==> config.mk <==
export PLATFORM = sky130hd
export DESIGN_NAME = spi_ram_master
export DESIGN_NICKNAME = d
export VERILOG_FILES = /design/src/rtl/spi_ram_master.sv
export SDC_FILE = /design/constraint.sdc
export NUM_CORES = 1
export LEC_CHECK = 0
export ABC_AREA = 1
export CORE_ASPECT_RATIO = 0.7
export CORE_MARGIN = 2
export CORE_UTILIZATION = 47
export DETAILED_ROUTE_END_ITERATION = 6
export PLACE_DENSITY = 0.79
export SLEW_MARGIN = 40
export SYNTH_ARGS = -nofsm -noshare
export SYNTH_HDL_FRONTEND = slang
export SYNTH_SLANG_ARGS = --single-unit
==> constraint.sdc <==
create_clock -name clk -period 5.8 [get_ports clk]
set_clock_uncertainty 0.15 [all_clocks]
set_input_delay 1.16 -clock clk [delete_from_list [all_inputs] [get_ports clk]]
set_output_delay 1.16 -clock clk [all_outputs]
set_load 0.01 [all_outputs]
==> src/rtl/spi_ram_master.sv <==
// spi_ram_master
//   Command-driven SPI master for the SPI-slave + single-port RAM wrapper.
//   A local read or write request is turned into the wrapper's two-frame
//   protocol:
//     write: {00,addr} frame, then {01,wdata} frame
//     read : {10,addr} frame, then {11,8'h00} frame, then an 8-bit MISO reply
//   Every frame is CS, SEL, 10 SHIFT bits (MSB first), an optional
//   WAIT/RECV phase (read frame 1 only), and GAP_CYCLES cycles with SS_n high.
//
//   Handshake: a command transfers on a rising edge where cmd_valid and
//   cmd_ready are both high. cmd_ready is high only in IDLE. The producer
//   may hold cmd_valid high at any time; it is ignored outside IDLE.
//   rsp_valid is a one-cycle pulse with no back-pressure.
//
// Ports
//   clk, rst              clock, synchronous active-high reset
//   cmd_valid/cmd_ready   request handshake
//   cmd_write             1 = write, 0 = read
//   cmd_addr, cmd_wdata   RAM address and write data
//   rsp_valid, rsp_rdata  completion pulse and read data
//   busy                  high from accept through the rsp_valid cycle
//   SS_n, MOSI, MISO      SPI pins toward the wrapper
//   dbg_state             current FSM state, for debug and checkers
module spi_ram_master #(
  parameter int GAP_CYCLES = 1,
  parameter int READ_LAT   = 2
) (
  input  logic       clk,
  input  logic       rst,
  input  logic       cmd_valid,
  output logic       cmd_ready,
  input  logic       cmd_write,
  input  logic [7:0] cmd_addr,
  input  logic [7:0] cmd_wdata,
  output logic       rsp_valid,
  output logic [7:0] rsp_rdata,
  output logic       busy,
  output logic       SS_n,
  output logic       MOSI,
  input  logic       MISO,
  output logic [2:0] dbg_state
);

  localparam int GAP_W  = (GAP_CYCLES > 1) ? $clog2(GAP_CYCLES) : 1;
  localparam int WAIT_W = (READ_LAT > 1) ? $clog2(READ_LAT) : 1;

  typedef enum logic [2:0] {
    S_IDLE  = 3'd0,
    S_CS    = 3'd1,
    S_SEL   = 3'd2,
    S_SHIFT = 3'd3,
    S_WAIT  = 3'd4,
    S_RECV  = 3'd5,
    S_GAP   = 3'd6,
    S_DONE  = 3'd7
  } state_t;

  state_t              r_state;
  logic [9:0]          r_frame;
  logic                r_frame_idx;
  logic                r_write;
  logic [7:0]          r_wdata;
  logic [3:0]          r_bit_cnt;
  logic [2:0]          r_recv_cnt;
  logic [WAIT_W-1:0]   r_wait_cnt;
  logic [GAP_W-1:0]    r_gap_cnt;
  logic [7:0]          r_shift;
  logic                r_ss_n;
  logic                r_mosi;
  logic                r_cmd_ready;
  logic                r_rsp_valid;
  logic                r_busy;
  logic [7:0]          r_rsp_rdata;

  state_t              w_state_next;
  logic [9:0]          w_frame_next;
  logic                w_frame_idx_next;
  logic [3:0]          w_bit_cnt_next;
  logic [2:0]          w_recv_cnt_next;
  logic [WAIT_W-1:0]   w_wait_cnt_next;
  logic [GAP_W-1:0]    w_gap_cnt_next;
  logic [7:0]          w_shift_next;
  logic                w_accept;
  logic                w_ss_n_next;
  logic                w_mosi_next;

  always_comb begin
    w_state_next     = r_state;
    w_frame_next     = r_frame;
    w_frame_idx_next = r_frame_idx;
    w_bit_cnt_next   = r_bit_cnt;
    w_recv_cnt_next  = r_recv_cnt;
    w_wait_cnt_next  = r_wait_cnt;
    w_gap_cnt_next   = r_gap_cnt;
    w_shift_next     = r_shift;
    w_accept         = 1'b0;
    case (r_state)
      S_IDLE: begin
        if (cmd_valid) begin
          w_accept         = 1'b1;
          w_state_next     = S_CS;
          w_frame_idx_next = 1'b0;
          // Frame 0 is built straight from the request inputs.
          w_frame_next     = {~cmd_write, 1'b0, cmd_addr};
        end
      end
      S_CS:  w_state_next = S_SEL;
      S_SEL: begin
        w_state_next   = S_SHIFT;
        w_bit_cnt_next = 4'd0;
      end
      S_SHIFT: begin
        if (r_bit_cnt == 4'd9) begin
          if (!r_write && r_frame_idx) begin
            w_state_next    = S_WAIT;
            w_wait_cnt_next = '0;
          end else begin
            w_state_next   = S_GAP;
            w_gap_cnt_next = '0;
          end
        end else begin
          w_bit_cnt_next = r_bit_cnt + 4'd1;
        end
      end
      S_WAIT: begin
        if (r_wait_cnt == WAIT_W'(READ_LAT - 1)) begin
          w_state_next    = S_RECV;
          w_recv_cnt_next = 3'd0;
        end else begin
          w_wait_cnt_next = r_wait_cnt + 1'b1;
        end
      end
      S_RECV: begin
        w_shift_next = {r_shift[6:0], MISO};
        if (r_recv_cnt == 3'd7) begin
          w_state_next   = S_GAP;
          w_gap_cnt_next = '0;
        end else begin
          w_recv_cnt_next = r_recv_cnt + 3'd1;
        end
      end
      S_GAP: begin
        if (r_gap_cnt == GAP_W'(GAP_CYCLES - 1)) begin
          if (!r_frame_idx) begin
            w_state_next     = S_CS;
            w_frame_idx_next = 1'b1;
            w_frame_next     = r_write ? {2'b01, r_wdata} : {2'b11, 8'h00};
          end else begin
            w_state_next = S_DONE;
          end
        end else begin
          w_gap_cnt_next = r_gap_cnt + 1'b1;
        end
      end
      S_DONE:  w_state_next = S_IDLE;
      default: w_state_next = S_IDLE;
    endcase
  end

  // Pin values are computed for the upcoming state so that they can be
  // registered and still line up with that state's cycle.
  always_comb begin
    w_ss_n_next = 1'b1;
    w_mosi_next = 1'b0;
    case (w_state_next)
      S_CS, S_WAIT, S_RECV: w_ss_n_next = 1'b0;
      S_SEL: begin
        w_ss_n_next = 1'b0;
        w_mosi_next = r_frame[9];
      end
      S_SHIFT: begin
        w_ss_n_next = 1'b0;
        w_mosi_next = r_frame[4'd9 - w_bit_cnt_next];
      end
      default: ;
    endcase
  end

  always_ff @(posedge clk) begin
    if (rst) begin
      r_state     <= S_IDLE;
      r_frame     <= '0;
      r_frame_idx <= 1'b0;
      r_write     <= 1'b0;
      r_wdata     <= '0;
      r_bit_cnt   <= '0;
      r_recv_cnt  <= '0;
      r_wait_cnt  <= '0;
      r_gap_cnt   <= '0;
      r_shift     <= '0;
      r_ss_n      <= 1'b1;
      r_mosi      <= 1'b0;
      r_cmd_ready <= 1'b1;
      r_rsp_valid <= 1'b0;
      r_busy      <= 1'b0;
      r_rsp_rdata <= 8'h00;
    end else begin
      r_state     <= w_state_next;
      r_frame     <= w_frame_next;
      r_frame_idx <= w_frame_idx_next;
      r_bit_cnt   <= w_bit_cnt_next;
      r_recv_cnt  <= w_recv_cnt_next;
      r_wait_cnt  <= w_wait_cnt_next;
      r_gap_cnt   <= w_gap_cnt_next;
      r_shift     <= w_shift_next;
      if (w_accept) begin
        r_write <= cmd_write;
        r_wdata <= cmd_wdata;
      end
      r_ss_n      <= w_ss_n_next;
      r_mosi      <= w_mosi_next;
      r_cmd_ready <= (w_state_next == S_IDLE);
      r_busy      <= (w_state_next != S_IDLE);
      r_rsp_valid <= (w_state_next == S_DONE);
      // The reply is complete by GAP, so r_shift is final when DONE is entered.
      if (w_state_next == S_DONE && !r_write) r_rsp_rdata <= r_shift;
    end
  end

  assign cmd_ready = r_cmd_ready;
  assign rsp_valid = r_rsp_valid;
  assign rsp_rdata = r_rsp_rdata;
  assign busy      = r_busy;
  assign SS_n      = r_ss_n;
  assign MOSI      = r_mosi;
  assign dbg_state = r_state;

endmodule

==> flow_metrics.env <==
export IMPL_status="complete, no violations"
export IMPL_wire_per_inst_um=12.24
export IMPL_track_usage_pct=18.79
export IMPL_powerDensity_nw_per_um2=319.4
export IMPL_gp_congestion=0.8236
export IMPL_wl_um=4871
export IMPL_period_needed_ps=2992
export IMPL_clock_sinks=52
export IMPL_antenna_found_initial=0
export IMPL_internal_power_mw=0.6227
export IMPL_hold_ws_ps=302.5
export IMPL_dp_cells=390
export IMPL_cp_max_fo=31
export IMPL_worstMarginPinSlew_ps=732.9
export IMPL_core_area_um2=4703
export IMPL_r2r_cells=14
export IMPL_end_kind="register"
export IMPL_layout_worst_path_cycle_share_pct=51.59
export IMPL_synth_distinct_cells=26
export IMPL_cts_root_buffer="clkbuf_8"
export IMPL_htreeDepth=2
export IMPL_post_cts_resized=0
export IMPL_fp_dieArea_um2=5390
export IMPL_die_w_um=86.90
export IMPL_syn_inst=306
export IMPL_power_frac_seq_pct=47.7
export IMPL_ios=37
export IMPL_r2r_setup_slack_ps=3470
export IMPL_insertion_delay_ps=310
export IMPL_worstReg2RegStart="r_bit_cnt[0]$_SDFF_PP0_"
export IMPL_vias=2018
export IMPL_critical_path_arrival_ps=3070
export IMPL_critPathRequiredTime_ps=5870
export IMPL_io_buffers=36
export IMPL_overflow=0
export IMPL_instances_no_fill=398
export IMPL_dr_pass1_iters=4
export IMPL_crit_type="in -> reg"
export IMPL_cts_tree="built"
export IMPL_final_hold_viol_count=0
export IMPL_min_to="r_wdata[6]$_SDFFE_PP0P_"
export IMPL_ant_nets=0
export IMPL_yosys_warnings=0
export IMPL_max_cap_violations=0
export IMPL_grt_pass1_vias=1752
export IMPL_drc=0
export IMPL_drtIter0Drc=134
export IMPL_hold_buffers=0
export IMPL_slew_violations=0
export IMPL_mappedNetlistNets=332
export IMPL_drive_above_1_share_pct=6.745
export IMPL_critPathLaunchType="primary input"
export IMPL_swShare_pct=29.90
export IMPL_power_frac_comb_pct=23.4
export IMPL_whs_path_depth=2
export IMPL_clk_pin_slew_ps=80
export IMPL_ys_ff_latch=52
export IMPL_min_from="r_wdata[6]$_SDFFE_PP0P_"
export IMPL_r2r_end="MOSI$_SDFF_PP0_"
export IMPL_cts_setup_buffers=0
export IMPL_setup_violations=0
export IMPL_peakVddDrop_mv=0.1418
export IMPL_finalSetupTns_ps=0
export IMPL_p_clk_share_pct=28.9
export IMPL_floorplan_initialDensity_pct=48.07
export IMPL_max_freq_ghz=0.3342
export IMPL_nNetsFinal=366
export IMPL_ys_seq_area_share_pct=46.04
export IMPL_cts_inserted_buffers=5
export IMPL_area_growth_pct=23.02
export IMPL_cellLeakagePower_nw=1.209
export IMPL_fin_util_pct=59.14
export IMPL_grt_pass1_wl_um=7783
export IMPL_fp_row_count=21
export IMPL_cts_buffer_depth=2
export IMPL_antenna_cells_inserted=0
export IMPL_vias_per_cell=5.070
export IMPL_rsz0062_at_grt="no"
export IMPL_maxSlewHeadroom_pct=51.00
export IMPL_avgSynthCellArea_um2=7.389
export IMPL_die_y_um=62.03
export IMPL_synth_area_um2=2261
export IMPL_p_switching_mw=0.2656
export IMPL_hp_class="reg -> reg"
export IMPL_place_hpwl_um=3570
export IMPL_p_total_mw=0.8883
export IMPL_grt_max_degree=32
==> placed cells by master (no fill, tap or decap) <==
cell / synthesis / routed
nand4_1: 1 / 1
nor3_1: 1 / 1
nor2_1: 62 / 62
clkinv_1: 2 / 2
inv_1: 30 / 30
nand3b_2: 1 / 1
clkbuf_8: 0 / 6
nand3_2: 2 / 2
nand3_1: 23 / 23
dfxtp_1: 52 / 52
clkinv_4: 0 / 1
nor2_2: 1 / 1
nor3_2: 1 / 1
inv_2: 3 / 3
a211oi_1: 9 / 9
clkdlybuf4s50_1: 0 / 36
nor4_2: 1 / 1
nand2_4: 1 / 1
bufinv_16: 0 / 1
o211a_1: 1 / 1
nand2_1: 29 / 29
o21ai_0: 48 / 48
ha_1: 5 / 5
buf_4: 0 / 1
xor2_1: 1 / 1
a21oi_1: 18 / 18
nor2_4: 1 / 1
nand2_2: 3 / 3
==> cell usage after synthesis <==
cell type	number	share of area, %
o21ai_0	48	11
inv_1	30	5.0
nor2_1	62	10
clkinv_1	2	0.33
nand2_2	3	0.83
a211oi_1	9	3.0
buf_1	2	0.33
nand2_1	29	4.8
nor3_2	1	0.44
nand3_1	23	5.1
ha_1	5	2.8
nand3_2	2	0.89
nor2_4	1	0.50
inv_2	3	0.50
clkbuf_1	6	1.0
xor2_1	1	0.39
nor2_2	1	0.28
buf_2	2	0.44
nor4_2	1	0.55
a21oi_1	18	4.0
nand4_1	1	0.28
o211a_1	1	0.44
dfxtp_1	52	46
nor3_1	1	0.22
nand2_4	1	0.50
nand3b_2	1	0.50
==> metal layers <==
layer	track usage [%]	part of all wire (%)	up-vias
met5	0	0	-
met4	7.143	1.4	0
met1	25.79	52	882
met3	4.359	4.9	10
met2	29.23	41	52
li1	-	-	1074
==> layout make-up <==
| class | count | area, um^2 |
|---|---|---|
| clock inverters | 2 | 38.79 |
| repair buffers | 37 | 367.9 |
| clock buffers | 6 | 82.58 |
| flip-flops and latches | 52 | 1041 |
| fillers | 443 | 1922 |
| inverters | 35 | 131.4 |
| well taps | 57 | 71.32 |
| multi-input cells | 209 | 1049 |
==> through the flow <==
stage | area (um^2) | setup WS (ps)
final | 2781 | 2808
after global routing | 2781 | 2631
after CTS | 2781 | 2809
after detailed placement | 2660 | 2491
after global placement | 2660 | 2533
after floorplan | 2261 | 3656
==> worst max path at each step <==
stage	startpoint	endpoint	cells past startpoint
CTS	rst	r_wdata[5]$_SDFFE_PP0P_	4
global route	rst	r_wdata[5]$_SDFFE_PP0P_	4
detailed placement	rst	SS_n$_SDFF_PP1_	5
floorplan	cmd_valid	r_frame[1]$_SDFFE_PP0P_	6
finish	rst	r_wdata[5]$_SDFFE_PP0P_	4
global placement	rst	SS_n$_SDFF_PP1_	5
==> worst max-delay path: stages <==
cell and delay (ps):
clkdlybuf4s50_1 780, inv_1 740, o21ai_0 210, a21oi_1 160
==> power by group through the flow <==
| stage | logic [mW] | registers (mW) | clock network [mW] |
|---|---|---|---|
| floorplan | 0.134 | 0.433 | 0 |
| global placement | 0.200 | 0.430 | 0 |
| detailed placement | 0.205 | 0.431 | 0 |
| CTS | 0.207 | 0.423 | 0.265 |
| global route | 0.234 | 0.428 | 0.279 |
| finish | 0.208 | 0.424 | 0.257 |
==> registers in the layout, indices dropped and copies added, names as in the netlist <==
signal	cells
cmd_ready	1
r_write	1
r_frame_idx	1
r_bit_cnt	4
r_wait_cnt	1
rsp_rdata	8
r_shift	8
r_recv_cnt	3
MOSI	1
SS_n	1
busy	1
r_wdata	8
r_frame	10
dbg_state	3
rsp_valid	1
==> kinds of logic (layout without fill, tap and decap cells) <==
kind of cell	Yosys count	count (layout)	synth area share, %
AOI/OAI and AO/OA	76	76	18.04
adders and majority gates	5	5	2.767
xor gates and xnor gates	1	1	0.3875
buffers and inverters	45	80	7.582
DFF	52	52	46.04
and+or+nand+nor	127	127	25.18
Power figures use the tool's default switching activity.
